**src/rtl/close_path_pipe.sv**
```systemverilog
// Three-stage close-path subtractor: |A-B| for exponent difference 0/1, RNE on the guard bit,
// leading-one normalisation, underflow flush. Optional statistics counters via CLOSE_PATH_STATS_EN.
module close_path_pipe #(
  parameter int FRAC_W = 4,
  parameter int EXP_W  = 4
) (
  input  logic              clk,
  input  logic              rst_n,
  input  logic              in_valid,
  output logic              in_ready,
  input  logic [FRAC_W-1:0] frac_a,
  input  logic [FRAC_W-1:0] frac_b,
  input  logic [EXP_W-1:0]  exp_large,
  input  logic              sign_large,
  input  logic              one_d,
  output logic              out_valid,
  input  logic              out_ready,
  output logic [FRAC_W-1:0] frac_out,
  output logic [EXP_W-1:0]  exp_out,
  output logic              sign_out,
  output logic              zero_out,
  output logic              uflow_out
`ifdef CLOSE_PATH_STATS_EN
  ,
  output logic [15:0]       stat_zero_cnt,
  output logic [15:0]       stat_uflow_cnt
`endif
);

  localparam int W  = FRAC_W;
  localparam int KW = $clog2(FRAC_W + 1);
  localparam int CW = KW + EXP_W;

  function automatic logic [KW-1:0] lead_one(input logic [W:0] v);
    logic [KW-1:0] pos;
    pos = '0;
    for (int i = 0; i <= W; i++) begin
      if (v[i]) pos = KW'(i);
    end
    return pos;
  endfunction

  // Only the single guard bit is dropped, so ties are exactly guard=1.
  function automatic logic [W-1:0] round_rne(input logic [W:0] m);
    return m[W:1] + {{(W-1){1'b0}}, m[0] & m[1]};
  endfunction

  logic vld_p0, vld_p1, vld_p2;
  logic en_p0, en_p1, en_p2;

  assign en_p2     = ~vld_p2 | out_ready;
  assign en_p1     = ~vld_p1 | en_p2;
  assign en_p0     = ~vld_p0 | en_p1;
  assign in_ready  = en_p0;
  assign out_valid = vld_p2;

  always_ff @(posedge clk or negedge rst_n) begin
    if (!rst_n) begin
      vld_p0 <= 1'b0;
      vld_p1 <= 1'b0;
      vld_p2 <= 1'b0;
    end else begin
      if (en_p0) vld_p0 <= in_valid;
      if (en_p1) vld_p1 <= vld_p0;
      if (en_p2) vld_p2 <= vld_p1;
    end
  end

  // ---- S1: align, compound subtract, leading-one anticipation ----
  logic        [W:0]    p_s, q_s, r_s;
  logic signed [W+1:0]  d_s;
  logic        [KW-1:0] lop_s;

  always_comb begin
    p_s   = {frac_a, 1'b0};
    q_s   = one_d ? {1'b0, frac_b} : {frac_b, 1'b0};
    d_s   = $signed({1'b0, p_s}) - $signed({1'b0, q_s});
    r_s   = q_s - p_s;
    // For a negative difference ~D = |D|-1, whose leading one may sit one place low.
    lop_s = lead_one(d_s[W+1] ? ~d_s[W:0] : d_s[W:0]);
  end

  logic [W:0]       diff_p0, rev_p0;
  logic             neg_p0, sign_p0;
  logic [KW-1:0]    lop_p0;
  logic [EXP_W-1:0] exp_p0;

  always_ff @(posedge clk) begin
    if (en_p0 && in_valid) begin
      diff_p0 <= d_s[W:0];
      rev_p0  <= r_s;
      neg_p0  <= d_s[W+1];
      lop_p0  <= lop_s;
      exp_p0  <= exp_large;
      sign_p0 <= sign_large;
    end
  end

  // ---- S2: magnitude select, rounding, anticipation correction ----
  logic [W:0]    m_s;
  logic [KW-1:0] k_s, lsh_s, sh_s;
  logic [W-1:0]  frac_pre_s;
  logic          zero_s;

  always_comb begin
    m_s = neg_p0 ? rev_p0 : diff_p0;
    k_s = lop_p0;
    for (int i = 0; i < W; i++) begin
      if (KW'(i) == lop_p0 && m_s[i+1]) k_s = KW'(i + 1);
    end
    zero_s     = (m_s == '0);
    frac_pre_s = (k_s == KW'(W)) ? round_rne(m_s) : m_s[W-1:0];
    lsh_s      = (k_s == KW'(W)) ? '0 : KW'(W - 1) - k_s;
    sh_s       = KW'(W) - k_s;
  end

  logic [W-1:0]     frac_pre_p1;
  logic [KW-1:0]    lsh_p1, sh_p1;
  logic             zero_p1, sign_p1;
  logic [EXP_W-1:0] exp_p1;

  always_ff @(posedge clk) begin
    if (en_p1 && vld_p0) begin
      frac_pre_p1 <= frac_pre_s;
      lsh_p1      <= lsh_s;
      sh_p1       <= sh_s;
      zero_p1     <= zero_s;
      sign_p1     <= sign_p0 ^ neg_p0;
      exp_p1      <= exp_p0;
    end
  end

  // ---- S3: normalising shift, exponent adjust, zero/underflow ----
  logic             uflow_s, flush_s;
  logic [W-1:0]     frac_n;
  logic [EXP_W-1:0] exp_n;

  always_comb begin
    uflow_s = ~zero_p1 & (CW'(sh_p1) >= CW'(exp_p1));
    flush_s = zero_p1 | uflow_s;
    frac_n  = frac_pre_p1 << lsh_p1;
    exp_n   = exp_p1 - EXP_W'(sh_p1);
  end

  always_ff @(posedge clk or negedge rst_n) begin
    if (!rst_n) begin
      frac_out  <= '0;
      exp_out   <= '0;
      sign_out  <= 1'b0;
      zero_out  <= 1'b0;
      uflow_out <= 1'b0;
    end else if (en_p2 && vld_p1) begin
      frac_out  <= flush_s ? '0 : frac_n;
      exp_out   <= flush_s ? '0 : exp_n;
      sign_out  <= ~flush_s & sign_p1;
      zero_out  <= flush_s;
      uflow_out <= uflow_s;
    end
  end

`ifdef CLOSE_PATH_STATS_EN
  always_ff @(posedge clk or negedge rst_n) begin
    if (!rst_n) begin
      stat_zero_cnt  <= '0;
      stat_uflow_cnt <= '0;
    end else if (out_valid && out_ready) begin
      if (zero_out && stat_zero_cnt != 16'hFFFF) stat_zero_cnt <= stat_zero_cnt + 16'd1;
      if (uflow_out && stat_uflow_cnt != 16'hFFFF) stat_uflow_cnt <= stat_uflow_cnt + 16'd1;
    end
  end
`endif

endmodule
```
**config.mk**
```make
export PLATFORM = sky130hd
export DESIGN_NAME = close_path_pipe
export DESIGN_NICKNAME = d
export VERILOG_FILES = /design/src/rtl/close_path_pipe.sv
export SDC_FILE = /design/constraint.sdc
export NUM_CORES = 1
export LEC_CHECK = 0
export CAP_MARGIN = 10
export CORE_AREA = 2 2 69 71
export DETAILED_ROUTE_END_ITERATION = 6
export DIE_AREA = 0 0 71 73
export MAX_ROUTING_LAYER = met4
export PLACE_DENSITY_LB_ADDON = 0.2
export RECOVER_POWER = 50
export SKIP_LAST_GASP = 1
export SLEW_MARGIN = 20
export SYNTH_ARGS = -nofsm -noshare
export SYNTH_HDL_FRONTEND = slang
export SYNTH_SLANG_ARGS = --single-unit
```
**constraint.sdc**
```tcl
create_clock -name clk -period 3.9 [get_ports clk]
set_input_delay 0.78 -clock clk [delete_from_list [all_inputs] [get_ports clk]]
set_output_delay 0.78 -clock clk [all_outputs]
set_load 0.005 [all_outputs]
```
; Word-level counts from Yosys, hierarchy flattened
; Cells that the tools add are included.
[word_totals]
register_bits = 49
in_bits = 18
out_inout_bits = 13
word_cells = 68
[op_classes]
add_sub_neg = 6
magnitude_cmp = 1
eq_ne = 4
n_shift = 1
muxes = 13
bitwise_logic = 14
n_reduce_logical = 9
[ops]
columns = op, count
row1 = 3-bit two-way mux, 6
row2 = 5-bit two-way mux, 3
row3 = 4-bit two-way mux, 3
row4 = 1-bit logical AND, 7
row5 = 2-bit by 3-bit == test with 1-bit output (first input constant), 2
row6 = 5-bit by 5-bit subtractor with 6-bit output, 1
row7 = 5-bit zero test, 1
row8 = 1-bit NOT, 5
row9 = 5-bit NOT, 1
row10 = 5-bit subtractor, 1
row11 = 4-bit by 1-bit adder with 4-bit output, 1
row12 = 3-bit by 4-bit greater-or-equal comparator with 1-bit output, 1
row13 = 1-bit OR, 4
row14 = 4-bit by 3-bit left shift with 4-bit output, 1
row15 = 4-bit by 3-bit subtractor with 4-bit output, 1
row16 = 1-bit AND, 3
row17 = 1-bit by 3-bit == test with 1-bit output (first input constant), 1
row18 = 3-bit == test (second input constant), 1
row19 = 3-bit zero test, 1
row20 = 2-bit by 3-bit subtractor with 3-bit output (first input constant), 1
row21 = 3-bit subtractor (first input constant), 1
row22 = 1-bit two-way mux, 1
row23 = 1-bit XOR, 1

; Logic depth before layout (Yosys ltp)
; Gate-level depths: netlist (run 1).
[logic_depth]
ltp_word = 8
depth_mapped = 10

; Worst setup path after synthesis (run 1)
; Ideal clock, no wire load.
[synth_path]
kind = in2reg
start = in one_d
end = reg lop_p0[1], data pin
setup_time_ns = 0.256
arrival_time_ns = 2.400
t_required_ns = 3.644
path_slack_ns = 1.243
stages = 7
path_buffers = 0
path_cell_list = mux2i_1 > ha_1 > nor2b_1 > o31a_2 > xnor2_1 > a211oi_2 > o22a_1
[synth_between]
elab_chain_len = 6
[synth_lines]
columns = element, line_no
row1 = "start, declared", 15  ; input logic one_d,
row2 = 5-bit two-way mux (*), 76  ; q_s = one_d ? {1'b0, frac_b} : {frac_b, 1'b0};
row3 = 5-bit by 5-bit subtractor with 6-bit output (*), 77  ; d_s = $signed({1'b0, p_s}) - $signed({1'b0, q_s});
row4 = 5-bit NOT, 80  ; lop_s = lead_one(d_s[W+1] ? ~d_s[W:0] : d_s[W:0]);
row5 = 5-bit two-way mux (*), 80
row6 = 3-bit two-way mux (2 in a row), 38  ; if (v[i]) pos = KW'(i);
row7 = "end signal, assigned", 93  ; lop_p0 <= lop_s;
row8 = "end, declared", 85  ; logic [KW-1:0] lop_p0;
; Mark *: on every way between the ends. The rest lies on a longest branch, timed or not.
; A chain may end at the register's enable or synchronous reset.

; Worst setup path after layout (run 1)
[layout_path]
start = in one_d
end = reg lop_p0[0], data pin
[layout_between]
elab_chain_len = 7
[layout_lines]
columns = element, line_no
row1 = 5-bit two-way mux (*), 76
row2 = 5-bit by 5-bit subtractor with 6-bit output (*), 77
row3 = 5-bit NOT, 80
row4 = 5-bit two-way mux (*), 80
row5 = 1-bit two-way mux, 38
row6 = 3-bit two-way mux (2 in a row), 38
; Marks and branches as above.

==> results of run 1 <==
-- sequential cells by signal, indices dropped and copies added (netlist names), 3 cells and up --
name	cells
lsh_p1	3
sh_p1	3
frac_pre_p1	4
exp_p0	4
exp_p1	4
lop_p0	3
exp_out	4
rev_p0	4
diff_p0	5
frac_out	4
-- cell families (layout without fill, tap and decap cells) --
group	after synthesis	in the layout	share of synthesized area, %
AOI/OAI and AO/OA	43	43	12.5
xor gates and xnor gates	10	10	3.46
adders and majority gates	18	18	9.80
buffers and inverters	21	55	3.76
DFF	48	48	54.2
muxes	16	16	6.78
and+or+nand+nor	46	46	9.45
-- layer usage --
layer  part of all wire [%]  global-route usage, %  up-vias
met1                     42                   16.4      718
li1                       -                      -      793
met5                      0                      -        -
met2                     52                   28.6       37
met3                    3.8                   4.14        8
met4                    2.5                   8.18        0
-- cell usage after synthesis, drive strengths merged, types with 6 or more instances --
library cell	n	area [um^2]
o21ai	9	56.3
nor2b	6	37.5
nor2	6	22.5
ha	15	188
mux2i	10	100
a21oi	9	48.8
mux2	6	71.3
edfxtp	34	1020
nand2	13	48.8
inv	17	63.8
xnor2	7	61.3
a22o	8	70.1
nand2b	7	43.8
dfrtp	14	350
-- path summary, 6_finish.rpt --
check	startpoint	endpoint	slack (ns)	cells after the start
max	one_d	lop_p0[0]$_SDFFCE_PP0P_	0.69	9
min in group asynchronous	rst_n	zero_out$_DFFE_PN0P_	0.92	1
max reg2reg	neg_p0$_DFFE_PP_	frac_pre_p1[1]$_DFFE_PP_	1.47	8
min reg2reg	exp_p0[1]$_DFFE_PP_	exp_p1[1]$_DFFE_PP_	0.42	0
max in group asynchronous	rst_n	uflow_out$_DFFE_PN0P_	2.59	1
min	exp_p0[1]$_DFFE_PP_	exp_p1[1]$_DFFE_PP_	0.42	0
-- report_power, final --
group | total [mW] | switching [mW] | internal, mW
clock network | 0.353 | 0.163 | 0.190
registers | 0.703 | 0.0432 | 0.660
logic | 0.390 | 0.189 | 0.201
total | 1.45 | 0.395 | 1.05
-- layout make-up --
cell class              count  area (um^2)  share of cell area, %
clock buffers               5         68.8                   2.31
clock inverters             3         42.5                   1.43
inverters                  17         63.8                   2.14
multi-input cells         133         1060                   35.7
flip-flops and latches     48         1370                   46.1
well taps                  54         67.6                   2.27
repair buffers             30          300                   10.1
-- metrics by stage --
stage	area (um^2)	hold WS (ns)	worst slack, ns
CTS	2980	0.424	0.768
global route	2980	0.437	0.461
detailed placement	2870	0.405	0.449
finish	2980	0.425	0.686
global placement	2870	0.403	0.504
floorplan	2530	0.400	1.24
==> flow_summary.ini, run 1 <==
[run_status]
status = complete, no violations

[grt]
grt_remaining_overflow = 0
grt_antenna_before_repair = 0
first_global_vias = 1493
grt_max_degree = 19
grt_util_all_layers_pct = 16.1
grt_pass1_wl_um = 6220

[placement]
port-buffer-count = 30
routabilityCongestion = 0.753
post-dp-hpwl_um = 2820
placedCellCount = 282

[synthesis]
synth_net_count = 238
synth-async-reset-ratio_pct = 29.2
synthesis.area_um2 = 2530
synth_flop_cell = edfxtp_1
post_synth.cell_area_avg_um2 = 12.5
post_synth_num_cell_types = 42
register_area_share_after_synthesis_pct = 54.2
ys_warn_count = 0
synth_edf_count = 34
netlist_instances = 202
yosys_reg_bits = 48

[floorplanning]
floorplan.rows = 25
dieWidth_um = 71
i_o_pin_cnt = 31
die_h_um = 73
die-area_um2 = 5180
core-area_um2 = 4540
start_util_pct = 55.8

[detailed_routing]
avgRoutedWirePerCell_um = 12.5
drt_pre_antenna_iters = 4
final_antenna_net_count = 0
post-route-drc-count = 0
drtIter0Drc = 47
vias = 1556
routed_wl_um = 3630
vias_per_cell = 5.37

[finish]
n_antenna_cell = 0
final_cell_mix = edfxtp_1, dlygate4sd3_1, inv_1, ha_1, dfrtp_1
final-instance-count-excl-fill = 290
num-nets-final = 271
drive_gt1_share_pct = 8.90
area_growth_pct = 17.7
layout.filler_cells = 336
mostFrequentLayoutCell = edfxtp_1
post_route_core_utilization_pct = 65.6

[timing]
layout_worst_path_cycle_share_pct = 82.4
worst_slew_slack_as_a_fraction_of_its_limit_pct = 33.9
fin_tns_setup_ns = 0
fin_crit_ns = 3.21
skew_ns = 0.00214
worst_slew_pin_slew_ns = 0.991
timing.final.hold_violations = 0
finalMaxSlewViolations = 0
rsz0062_at_grt = false
clock.fmax_mhz = 311
setup-violations-final = 0

[power_and_ir_drop]
power.density_cell_area_nw_per_um2 = 486
power.leakage_nw = 1.25
power_mw = 1.45
vdd_ir_drop_max_v = 0.000192

[clock_tree]
tritoncts.num_buffers = 5
worst_skew_pair.late_latency_ns = 0.30
post_cts_hold_buffers = 0
cts_repair_resize_count = 0
ctsHtreeMaxLevel = 2
cts_num_sinks = 48
post-cts-setup-buffers = 0
clkSlewWorstSetupHoldPaths_ns = 0.08
cts.root.buffer_cell = clkbuf_8
cts_tree = built
ctsLongestPathBuffers = 2

[worst_hold_path]
hold_path.class = reg2reg

[job]
drv_cap = 0

[worst_setup_path]
worstPathRequired_ns = 3.96
path_class = in2reg
path_cells = dlygate4sd3_1, mux2i_1, inv_1, ha_1, nand2_1, o21ai_4, mux2i_1, o211ai_1, a22o_1
cpMostUsedCell = mux2i_1
endpoint_kind = flop
critical_path.max_fanout = 5
crit_path_slowest_cell = dlygate4sd3_1
timing.critical_path.from_type = input port
critical_path.top_delay_family = buffers and inverters
cp_data_arrival_time_ns = 3.27
critical_path_buf_inv_count = 2
worst_path_largest_cell_delay_ns = 0.65
No activity file was read; power rests on OpenSTA's default activity.
==> run 2: changes to the inputs <==
--- a/config.mk
+++ b/config.mk
@@ -6,9 +6,9 @@
 export NUM_CORES = 1
 export LEC_CHECK = 0
 export CAP_MARGIN = 10
-export CORE_AREA = 2 2 69 71
+export CORE_AREA = 2 2 75 77
 export DETAILED_ROUTE_END_ITERATION = 6
-export DIE_AREA = 0 0 71 73
+export DIE_AREA = 0 0 77 79
 export MAX_ROUTING_LAYER = met4
 export PLACE_DENSITY_LB_ADDON = 0.2
 export RECOVER_POWER = 50
==> constraint.sdc (replaced) <==
create_clock -name clk -period 2.65 [get_ports clk]
set_input_delay 0.53 -clock clk [delete_from_list [all_inputs] [get_ports clk]]
set_output_delay 0.53 -clock clk [all_outputs]
set_load 0.005 [all_outputs]
==> flow_summary.ini, run 2 (synthesis results as in run 1) <==
[finish]
final_cell_mix = edfxtp_1, buf_4, inv_1, ha_1
n_antenna_cell = 0
drive_gt1_share_pct = 16.7
final-instance-count-excl-fill = 330
area_growth_pct = 25.2
mostFrequentLayoutCell = edfxtp_1
largest_reg_flops = 5
layout.filler_cells = 482
largest_register = diff_p0
num-nets-final = 293

[power_and_ir_drop]
switching_power_mw = 0.584
comb_power_share_pct = 31.0
power_report.internal_total_mw = 1.51
swShare_pct = 27.9
power.density_cell_area_nw_per_um2 = 660
proportion_of_power_drawn_by_flip_flops_and_latches_pct = 49.6
vdd_ir_drop_max_v = 0.000239
share_clk_of_total_power_pct = 19.5
power.leakage_nw = 1.34

[detailed_routing]
drtIter0Drc = 22
final_antenna_net_count = 0
avgRoutedWirePerCell_um = 11.9
post-route-drc-count = 0
drt_pre_antenna_iters = 4
vias = 1615
routed_wl_um = 3930
vias_per_cell = 4.89

[grt]
grt_pass1_wl_um = 6880
grt_util_all_layers_pct = 15.0
first_global_vias = 1620
grt_antenna_before_repair = 0
grt_max_degree = 19
grt_remaining_overflow = 0

[worst_setup_path]
worstPathRequired_ns = 2.71
r2r.worst_path.cells = 8
reg2reg_to = frac_pre_p1[1]$_DFFE_PP_
endpoint_kind = flop
regToRegSetupSlack_ns = 0.29
cp_data_arrival_time_ns = 2.56
path_class = in2reg
critical_path.max_fanout = 5
reg_to_reg_critical_path_startpoint = neg_p0$_DFFE_PP_
timing.critical_path.from_type = input port

[job]
drv_cap = 0

[placement]
post-dp-hpwl_um = 3080
placedCellCount = 321
port-buffer-count = 30
routabilityCongestion = 0.842

[worst_hold_path]
worst_hold_path.endpoint = exp_p1[1]$_DFFE_PP_
hold_path_startpoint = exp_p0[1]$_DFFE_PP_
min_path_cells = 0
hold_path.class = reg2reg

[clock_tree]
tritoncts.num_buffers = 5
ctsHtreeMaxLevel = 2
clkSlewWorstSetupHoldPaths_ns = 0.08
worst_skew_pair.late_latency_ns = 0.29
cts.root.buffer_cell = clkbuf_8
cts_tree = built
post_cts_hold_buffers = 0
cts_num_sinks = 48
ctsLongestPathBuffers = 2

[timing]
worst_slew_pin_slew_ns = 0.780
rsz0062_at_grt = false
fin_tns_setup_ns = 0
clock.fmax_mhz = 399
layout_worst_path_cycle_share_pct = 94.5
finalMaxSlewViolations = 0
worst_slew_slack_as_a_fraction_of_its_limit_pct = 48.0
fin_crit_ns = 2.50
skew_ns = 0.00608
setup-violations-final = 0
timing.final.hold_violations = 0

[floorplanning]
core-area_um2 = 5340
dieWidth_um = 77
floorplan.rows = 27
die-area_um2 = 6080
die_h_um = 79
start_util_pct = 47.4
i_o_pin_cnt = 31

[run_status]
status = complete, no violations
-- run 2: how the worst max path moves through the flow --
stage	from	endpoint	slack (ns)	depth (start not counted)
after global routing	one_d	lop_p0[0]$_SDFFCE_PP0P_	0.03	9
after floorplan	one_d	lop_p0[1]$_SDFFCE_PP0P_	0.24	7
after global placement	one_d	lop_p0[0]$_SDFFCE_PP0P_	-0.36	9
after CTS	frac_b[2]	lop_p0[0]$_SDFFCE_PP0P_	0.14	9
final	one_d	lop_p0[0]$_SDFFCE_PP0P_	0.15	9
after detailed placement	one_d	lop_p0[0]$_SDFFCE_PP0P_	-0.51	9
-- run 2: per-stage QoR --
step	util [%]	worst slack [ns]	power, mW	area [um^2]	hold WS [ns]
finish	59.3	0.146	2.09	3170	0.426
global route	59.3	0.0260	2.25	3170	0.437
CTS	58.8	0.143	2.12	3140	0.428
detailed placement	57.1	-0.509	1.71	3050	0.409
global placement	57.1	-0.363	1.69	3050	0.404
floorplan	-	0.243	1.45	2530	0.234
-- run 2: worst max-delay path, cell delays in order --
cell and delay, ns:
clkdlybuf4s15_1 0.30, mux2i_2 0.29, inv_1 0.10, ha_1 0.28
nand2_1 0.08, o21ai_4 0.29, mux2i_4 0.33, o211ai_1 0.13
a22o_1 0.24
-- run 2: timing repair --
action,in CTS,in global routing
gates resized for setup,4,5
endpoints found under the setup margin,2,2
setup buffers,0,1
pin swaps,0,2
-- run 2: area by class of cell --
cell class / instances / area, um^2 / area share (%)
sequential: 48 / 1370 / 43.3
timing repair buffer: 52 / 467 / 14.7
clock inverter: 2 / 11.3 / 0.356
inverter: 17 / 63.8 / 2.02
tap: 72 / 90.1 / 2.84
multi-input combinational: 133 / 1090 / 34.5
clock buffer: 6 / 72.6 / 2.29
-- run 2: layer usage --
layer | up-vias | share of wire [%] | GRT usage [%]
li1 | 836 | - | -
met4 | 0 | 3.4 | 8.39
met2 | 34 | 53 | 26.6
met5 | - | 0 | -
met1 | 734 | 40 | 15.3
met3 | 11 | 3.5 | 3.64
-- run 2: power by group through the flow --
| stage | sequential, mW | combinational [mW] | clock (mW) |
|---|---|---|---|
| floorplan | 1.04 | 0.405 | 0 |
| global placement | 1.05 | 0.641 | 0 |
| detailed placement | 1.06 | 0.651 | 0 |
| CTS | 1.04 | 0.660 | 0.425 |
| global route | 1.05 | 0.735 | 0.464 |
| finish | 1.04 | 0.647 | 0.408 |
